### src/rtl/mem_ctrl_if.sv
// Requester-side bundle of mem_ctrl: IF fetch port, MEM load/store port and stall requests.
// master = pipeline side driving requests, slave = mem_ctrl.
interface mem_ctrl_if #(
  parameter int unsigned ADDR_W = 32
);
  logic              if_req;
  logic [ADDR_W-1:0] if_addr;
  logic              if_flush;
  logic              if_done;
  logic [31:0]       if_inst;
  logic              mem_req;
  logic              mem_wr_en;
  logic [ADDR_W-1:0] mem_addr;
  logic [2:0]        mem_len;
  logic [31:0]       mem_wdata;
  logic              mem_done;
  logic [31:0]       mem_rdata;
  logic              stallreq_if;
  logic              stallreq_mem;

  modport master (
    output if_req, if_addr, if_flush, mem_req, mem_wr_en, mem_addr, mem_len, mem_wdata,
    input  if_done, if_inst, mem_done, mem_rdata, stallreq_if, stallreq_mem
  );

  modport slave (
    input  if_req, if_addr, if_flush, mem_req, mem_wr_en, mem_addr, mem_len, mem_wdata,
    output if_done, if_inst, mem_done, mem_rdata, stallreq_if, stallreq_mem
  );
endinterface

### src/rtl/mem_ctrl.sv
// Arbitrates the byte-wide RAM port between IF and MEM (MEM first, no pre-emption),
// serialising 1/2/4-byte accesses and assembling/splitting words little-endian.
module mem_ctrl #(
  parameter int unsigned ADDR_W = 32
) (
  input  logic              clk,
  input  logic              rst,
  mem_ctrl_if.slave         bus,
  input  logic [7:0]        ram_din,
  output logic [7:0]        ram_dout,
  output logic [ADDR_W-1:0] ram_a,
  output logic              ram_wr
);
  typedef enum logic [1:0] {IDLE, READ, WRITE} state_e;
  typedef enum logic {OWN_IF, OWN_MEM} owner_e;

  state_e            state_q, state_d;
  owner_e            owner_q, owner_d;
  logic [ADDR_W-1:0] base_q, base_d;
  logic [2:0]        len_q, len_d;
  logic [2:0]        cnt_q, cnt_d;
  logic [31:0]       wdata_q, wdata_d;
  logic [31:0]       buf_q, buf_d;
  logic [31:0]       if_inst_q, if_inst_d;
  logic [31:0]       mem_rdata_q, mem_rdata_d;
  logic              if_done_q, if_done_d;
  logic              mem_done_q, mem_done_d;

  logic       mem_go, if_go;
  logic [2:0] mem_len_eff;
  logic [4:0] cap_sel;
  logic [4:0] wr_sel;

  assign mem_go      = bus.mem_req & ~mem_done_q;
  assign if_go       = bus.if_req & ~if_done_q & ~bus.if_flush;
  assign mem_len_eff = (bus.mem_len == 3'd1 || bus.mem_len == 3'd2) ? bus.mem_len : 3'd4;
  // byte cnt-1 in modulo-4 arithmetic: cnt=4 maps onto lane 3
  assign cap_sel     = {cnt_q[1:0] - 2'd1, 3'b000};
  assign wr_sel      = {cnt_q[1:0], 3'b000};

  assign bus.if_done      = if_done_q;
  assign bus.if_inst      = if_inst_q;
  assign bus.mem_done     = mem_done_q;
  assign bus.mem_rdata    = mem_rdata_q;
  assign bus.stallreq_if  = bus.if_req & ~if_done_q;
  assign bus.stallreq_mem = bus.mem_req & ~mem_done_q;

  always_ff @(posedge clk or posedge rst) begin
    if (rst) begin
      state_q     <= IDLE;
      owner_q     <= OWN_IF;
      base_q      <= '0;
      len_q       <= '0;
      cnt_q       <= '0;
      wdata_q     <= '0;
      buf_q       <= '0;
      if_inst_q   <= '0;
      mem_rdata_q <= '0;
      if_done_q   <= 1'b0;
      mem_done_q  <= 1'b0;
    end else begin
      state_q     <= state_d;
      owner_q     <= owner_d;
      base_q      <= base_d;
      len_q       <= len_d;
      cnt_q       <= cnt_d;
      wdata_q     <= wdata_d;
      buf_q       <= buf_d;
      if_inst_q   <= if_inst_d;
      mem_rdata_q <= mem_rdata_d;
      if_done_q   <= if_done_d;
      mem_done_q  <= mem_done_d;
    end
  end

  always_comb begin
    state_d     = state_q;
    owner_d     = owner_q;
    base_d      = base_q;
    len_d       = len_q;
    cnt_d       = cnt_q;
    wdata_d     = wdata_q;
    buf_d       = buf_q;
    if_inst_d   = if_inst_q;
    mem_rdata_d = mem_rdata_q;
    if_done_d   = 1'b0;
    mem_done_d  = 1'b0;
    case (state_q)
      IDLE: begin
        if (mem_go) begin
          owner_d = OWN_MEM;
          base_d  = bus.mem_addr;
          len_d   = mem_len_eff;
          wdata_d = bus.mem_wdata;
          cnt_d   = '0;
          buf_d   = '0;
          state_d = bus.mem_wr_en ? WRITE : READ;
        end else if (if_go) begin
          owner_d = OWN_IF;
          base_d  = bus.if_addr;
          len_d   = 3'd4;
          cnt_d   = '0;
          buf_d   = '0;
          state_d = READ;
        end
      end
      READ: begin
        if (owner_q == OWN_IF && bus.if_flush) begin
          state_d = IDLE;
          cnt_d   = '0;
        end else begin
          if (cnt_q != 3'd0) buf_d[cap_sel +: 8] = ram_din;
          if (cnt_q == len_q) begin
            state_d = IDLE;
            cnt_d   = '0;
            if (owner_q == OWN_MEM) begin
              mem_done_d  = 1'b1;
              mem_rdata_d = buf_d;
            end else begin
              if_done_d = 1'b1;
              if_inst_d = buf_d;
            end
          end else begin
            cnt_d = cnt_q + 3'd1;
          end
        end
      end
      WRITE: begin
        if (cnt_q == len_q - 3'd1) begin
          state_d    = IDLE;
          cnt_d      = '0;
          mem_done_d = 1'b1;
        end else begin
          cnt_d = cnt_q + 3'd1;
        end
      end
      default: state_d = IDLE;
    endcase
  end

  always_comb begin
    ram_a    = '0;
    ram_wr   = 1'b0;
    ram_dout = '0;
    if (state_q == READ && cnt_q != len_q) begin
      ram_a = base_q + ADDR_W'(cnt_q);
    end else if (state_q == WRITE) begin
      ram_a    = base_q + ADDR_W'(cnt_q);
      ram_wr   = 1'b1;
      ram_dout = wdata_q[wr_sel +: 8];
    end
  end
endmodule

### src/flat_wrapper.sv
// flat-port wrapper written by rule: the top's interface ports become plain ports
module mem_ctrl_flat 
#(
  parameter int unsigned ADDR_W = 32
)
  (clk, rst, ram_din, ram_dout, ram_a, ram_wr, bus_if_req, bus_if_addr, bus_if_flush, bus_mem_req, bus_mem_wr_en, bus_mem_addr, bus_mem_len, bus_mem_wdata, bus_if_done, bus_if_inst, bus_mem_done, bus_mem_rdata, bus_stallreq_if, bus_stallreq_mem);
  mem_ctrl_if #(.ADDR_W(ADDR_W)) bus_i ();
  input  logic clk;
  input  logic rst;
  input  logic [7:0] ram_din;
  output logic [7:0] ram_dout;
  output logic [ADDR_W-1:0] ram_a;
  output logic ram_wr;
  input wire logic [$bits(bus_i.if_req)-1:0] bus_if_req;
  input wire logic [$bits(bus_i.if_addr)-1:0] bus_if_addr;
  input wire logic [$bits(bus_i.if_flush)-1:0] bus_if_flush;
  input wire logic [$bits(bus_i.mem_req)-1:0] bus_mem_req;
  input wire logic [$bits(bus_i.mem_wr_en)-1:0] bus_mem_wr_en;
  input wire logic [$bits(bus_i.mem_addr)-1:0] bus_mem_addr;
  input wire logic [$bits(bus_i.mem_len)-1:0] bus_mem_len;
  input wire logic [$bits(bus_i.mem_wdata)-1:0] bus_mem_wdata;
  output wire logic [$bits(bus_i.if_done)-1:0] bus_if_done;
  output wire logic [$bits(bus_i.if_inst)-1:0] bus_if_inst;
  output wire logic [$bits(bus_i.mem_done)-1:0] bus_mem_done;
  output wire logic [$bits(bus_i.mem_rdata)-1:0] bus_mem_rdata;
  output wire logic [$bits(bus_i.stallreq_if)-1:0] bus_stallreq_if;
  output wire logic [$bits(bus_i.stallreq_mem)-1:0] bus_stallreq_mem;
  assign bus_i.if_req = bus_if_req;
  assign bus_i.if_addr = bus_if_addr;
  assign bus_i.if_flush = bus_if_flush;
  assign bus_i.mem_req = bus_mem_req;
  assign bus_i.mem_wr_en = bus_mem_wr_en;
  assign bus_i.mem_addr = bus_mem_addr;
  assign bus_i.mem_len = bus_mem_len;
  assign bus_i.mem_wdata = bus_mem_wdata;
  assign bus_if_done = bus_i.if_done;
  assign bus_if_inst = bus_i.if_inst;
  assign bus_mem_done = bus_i.mem_done;
  assign bus_mem_rdata = bus_i.mem_rdata;
  assign bus_stallreq_if = bus_i.stallreq_if;
  assign bus_stallreq_mem = bus_i.stallreq_mem;
  mem_ctrl #(.ADDR_W(ADDR_W)) u_core (.clk(clk), .rst(rst), .bus(bus_i), .ram_din(ram_din), .ram_dout(ram_dout), .ram_a(ram_a), .ram_wr(ram_wr));
endmodule
### config.mk
export PLATFORM = sky130hd
export DESIGN_NAME = mem_ctrl_flat
export DESIGN_NICKNAME = d
export VERILOG_FILES = /design/src/rtl/mem_ctrl_if.sv /design/src/rtl/mem_ctrl.sv /design/src/flat_wrapper.sv
export SDC_FILE = /design/constraint.sdc
export NUM_CORES = 1
export LEC_CHECK = 0
export ABC_AREA = 1
export BUFFER_PORTS_ARGS = -buffer_cell sky130_fd_sc_hd__clkbuf_2
export CAP_MARGIN = 20
export CORE_MARGIN = 5
export CORE_UTILIZATION = 54
export DETAILED_ROUTE_END_ITERATION = 8
export PLACE_DENSITY = 0.88
export SYNTH_ARGS = -nofsm -noshare
export SYNTH_HDL_FRONTEND = slang
export SYNTH_SLANG_ARGS = --single-unit
export TNS_END_PERCENT = 1
### constraint.sdc
create_clock -name clk -period 6.7 [get_ports clk]
set_input_delay 1.34 -clock clk [delete_from_list [all_inputs] [get_ports clk]]
set_output_delay 1.34 -clock clk [all_outputs]
set_load 0.05 [all_outputs]
Word level (Yosys, flattened, before mapping) --
Index checks and enable logic that the tools add are counted.
Storage, ports and cells: register bits after elaboration 171, bits of input ports 113, output and inout bits 109, logic and storage cells 94
Operators by class: add/subtract/negate cells 5, equal/unequal tests 11, shift-type cells 3, mux-type cells 41, bitwise gates (word level) 8, reduce and logical (&&, ||, !) cells 15
Operators with widths (number):
- 2-to-1 mux 32 bit | 8
- one-hot mux 32 bit (2 select lines) | 1
- adder 32 x 3 -> 32 bit | 1
- bitwise mux 32 bit | 1
- variable shift 8 x 7 -> 32 bit (first input constant) | 1
- indexed part select 32 x 6 -> 8 bit | 1
- indexed part select 8 x 7 -> 32 bit | 1
- 2-to-1 mux 3 bit | 8
- 2-to-1 mux 8 bit | 2
- 2-to-1 mux 1 bit | 12
- 2-to-1 mux 2 bit | 6
- one-hot mux 3 bit (3 select lines) | 1
- AND reduction 4 bit | 2
- negator 5 -> 7 bit | 1
- == test 3 bit | 2
- one-hot mux 2 bit (3 select lines) | 1
- AND reduction 2 bit | 3
- AND reduction 3 bit | 2
- nonzero test 3 bit | 2
- inverter 1 bit | 5
- nonzero test 2 bit | 2
- adder 3 x 1 -> 3 bit (second input constant) | 1
- bitwise AND 1 bit | 3
- == test 3 x 1 -> 1 bit (second input constant) | 1
- 14 further kinds | 15

Logic depth before layout (Yosys ltp) --
word-level depth 7, gate-level depth with buffers 12, gate-level depth less buffers 11

Worst setup path before layout --
OpenSTA, ideal clock, no wires.
path kind register to output, start point register u_core.cnt_q[0], end point output port ram_a[10], arrival time 2375 ps, required time 5360 ps, setup slack 2985 ps, stages on the path, launching flop included 10, buffers on the path 0, cells stage by stage dfrtp_1 ha_1 fa_1 nand2_1 nand2_1 nand3_1 nor2_1 inv_1 o21ai_0 a21oi_1
Between the ends: word-level cells in the longest chain between the ends 3
Ends and longest elaborated chain:
- from (decl) | RTL line mem_ctrl.sv:21 | logic [2:0] cnt_q, cnt_d;
- from (signal assigned) | RTL line mem_ctrl.sv:66 | cnt_q <= cnt_d;
- adder 32 x 3 -> 32 bit or inequality test 3 bit (tied branches) | RTL line mem_ctrl.sv:146, mem_ctrl.sv:148, mem_ctrl.sv:145
- 2-to-1 mux 32 bit or logical AND 1 bit (tied branches) | RTL line mem_ctrl.sv:147, mem_ctrl.sv:145
- 2-to-1 mux 32 bit * | RTL line mem_ctrl.sv:145 | if (state_q == READ && cnt_q != len_q) begin
- to (decl) | RTL line flat_wrapper.sv:12 | output logic [ADDR_W-1:0] ram_a;
Every way passes the cells marked *; elsewhere a longest branch is shown, timed or not.

Worst setup path in the final report --
start point register u_core.cnt_q[0], end point output port ram_a[23]
The elaborated chain is that of the path after synthesis.

==> flow_summary.toml <==
[route]
ant_nets = 0
drc = 0
routedWlPerCell_um = 15.84
routed_wl_mm = 25.84
dr.pass1.iters = 8
drtIter0Drc = 724
via_per_inst = 5.460
routed-via-count = 8906

[die]
core_area_mm2 = 0.01712
die_area_mm2 = 0.02001
dieWidth_um = 141.5
rows = 48
pin_count = 222
start_util_pct = 54.52
fp.dieH_um = 141.5

[power]
total_power_mw = 4.840
leakage_nw = 5.510
power_density_mw_per_mm2 = 441.7
ir_drop_uv = 324.8

[critical_path]
path_class = "reg2out"
cp_slowest_stage_delay_ps = 950
critPathCaptureType = "output port"
worstPathCellList = "inv_2 -> nand2_1 -> nand2_1 -> nand3_4 -> nand2_4 -> nand2_4 -> inv_2 -> a21oi_1 -> clkbuf_2"
worstPathMaxFanout = 67
crit_required_ps = 5360
cp.arrival_ps = 3620
crit_path_top_delay_cell = "dfrtp_2"
r2r-start = "u_core.cnt_q[0]$_DFFE_PP0P_"
cp-startpoint = "u_core.cnt_q[0]$_DFFE_PP0P_"
cp-start-kind = "register"

[clocking]
cts_tree = "built"
clkTransAtPathRegs_ps = 70
cts_root_buf = "clkbuf_16"
cts_hold_buf = 0
cts-htree-levels = 4
post-cts-setup-buffers = 0
clock_latency_ps = 430
numCtsBuffers = 17
cts.sinks = 171
cts_buffer_depth = 2
post_cts_resized = 0

[global_route]
grt_max_degree = 82
grtUsageTotal_pct = 25.91
first_global_vias = 8612
grt-ovfl-total = 0
grt_first_pass_wirelength_mm = 41.83
antenna_found_initial = 0

[synth]
synth.largest_area_cell = "dfrtp_1"
synth_top_area_share_pct = 45.85
yosys_warnings = 0
ys_seq_area_share_pct = 45.85
yosys-top-cells-count = "nand2_1, dfrtp_1, nor2_1"
ys_ff_latch = 171
synth_nets = 1337
syn_area_mm2 = 0.009333
yosys.area_share.simple_pct = 26.87
ys_dominant_reg_cell = "dfrtp_1"
synthMuxAreaShare_pct = 2.051
synth_top_family_by_area = "simple AND/OR/NAND/NOR gates"
synth_edf_count = 0
avgSynthCellArea_um2 = 7.719
ys_types = 39
yosys-top-cells-area = "dfrtp_1, nand2_1, nor2_1"
synth-compound-area-share_pct = 13.26
synthArstFlopShare_pct = 100.0
syn_inst = 1209
synth.most_common_cell = "nand2_1"
synthAdderAreaFrac_pct = 2.091
synth_xor_area_share_pct = 1.113

[sta]
period_share_pct = 74.01
relSlewSlack_pct = 35.33
setup_tns_ps = 0
rsz0062_at_grt = "false"
hold_violations = 0
setup_viol = 0
clock.fmax_mhz = 201.7
hold_ws_ps = 479.3
period_minus_slack_ps = 4959
skew_ps = 9.724
tightest_slew_ps = 970.0
slew_violations = 0

[flow_run]
drv_cap = 0

[layout]
diodes = 0
syn2layout_area_growth_pct = 17.43
fin_cells = 1631
nets = 1521
drive_gt1_share_pct = 22.12

[outcome]
run_status = "complete, no violations"

[placement]
gp_congestion = 0.9504
port_buffers = 221
dp_hpwl_mm = 18.36
dp.cells = 1598

[min_path]
min_from = "u_core.buf_q[31]$_DFFE_PP0P_"
hp-class = "reg2reg"
[layout by cell type (no fill, tap or decap), types with 3 or more instances in the layout]
| cell | count |
|---|---|
| nand2_4 | 4 |
| nor2_4 | 4 |
| clkbuf_16 | 17 |
| o21ai_0 | 61 |
| nor2_1 | 118 |
| buf_4 | 7 |
| o21ai_1 | 82 |
| nand3b_1 | 11 |
| a21oi_2 | 3 |
| nor2_2 | 5 |
| nand3_1 | 56 |
| clkinv_4 | 3 |
| inv_2 | 5 |
| inv_1 | 99 |
| nor3_1 | 16 |
| nand2_1 | 359 |
| xnor2_1 | 5 |
| clkinvlp_4 | 3 |
| clkbuf_2 | 221 |
| ha_1 | 14 |
| clkinv_2 | 3 |
| nand4_1 | 14 |
| a21oi_1 | 42 |
| a31oi_1 | 32 |
| inv_6 | 5 |
| o211ai_1 | 7 |
| xor2_1 | 5 |
| mux2_2 | 17 |
| dfrtp_1 | 170 |
[flip-flops by register name, indices dropped and copies added, names as in the netlist]
signal and cells:
u_core.state_q 2, u_core.cnt_q 3, u_core.owner_q 1, u_core.bus.if_inst 32
u_core.bus.mem_done 1, u_core.base_q 32, u_core.bus.mem_rdata 32, u_core.buf_q 32
u_core.wdata_q 32, u_core.bus.if_done 1, u_core.len_q 3
[worst max-delay path, delay by kind of cell (launching register included)]
kind / cells / cell delay [ps]
compound gates: 1 / 170
buf+inv: 3 / 840
flops: 1 / 950
simple gates: 5 / 1210
[worst paths after layout]
kind / to / slack (ps) / cells after the start
max: ram_a[23] / 1740 / 9
min: u_core.buf_q[31]$_DFFE_PP0P_ / 480 / 2
max reg2reg: u_core.bus.if_inst[31]$_DFFE_PP0P_ / 3400 / 7
min reg2reg: u_core.buf_q[31]$_DFFE_PP0P_ / 480 / 2
max in group asynchronous: u_core.bus.mem_rdata[11]$_DFFE_PP0P_ / 4800 / 3
min in group asynchronous: u_core.wdata_q[0]$_DFFE_PP0P_ / 860 / 2
[routing by layer]
metal  vias up  GRT usage (%)  routed length (um)
met1      4170          33.71               10580
met2       378          41.94               12390
met3        63          5.325                1958
met4         0          11.92                 914
met5         -              0                   0
li1       4295              -                   -
[power by group]
part | switching, mW | leakage [nW] | internal [mW]
combinational | 1.72 | 3.11 | 0.560
clock | 0.437 | 0.272 | 0.518
sequential | 0.266 | 2.12 | 1.34
[cell families (layout without fill, tap and decap cells)]
logic type / count (synthesis) / in the layout
compound gates: 231 / 231
xor+xnor: 11 / 11
fa+ha+maj: 15 / 15
buf+inv: 170 / 367
flops: 171 / 171
mux: 17 / 17
simple gates: 594 / 594
[stage by stage]
stage / setup slack, ps / cell area (um^2) / utilization [%]
3_3_place_gp: 2284 / 10370 / 60.56
5_1_grt: 1367 / 10960 / 64.03
3_5_place_dp: 2186 / 10370 / 60.56
4_1_cts: 1728 / 10930 / 63.87
6_report: 1741 / 10960 / 64.03
2_1_floorplan: 728.2 / 9333 / -
[area by class of cell]
cell class                 instances  area, um^2
multi-input combinational        868        4240
tap                              225       281.5
fill                            1499        6157
clock buffer                      17       425.4
clock inverter                    15       140.1
inverter                         106       405.4
sequential                       171        4280
timing repair buffer             229        1186
Power figures use the tool's default switching activity.
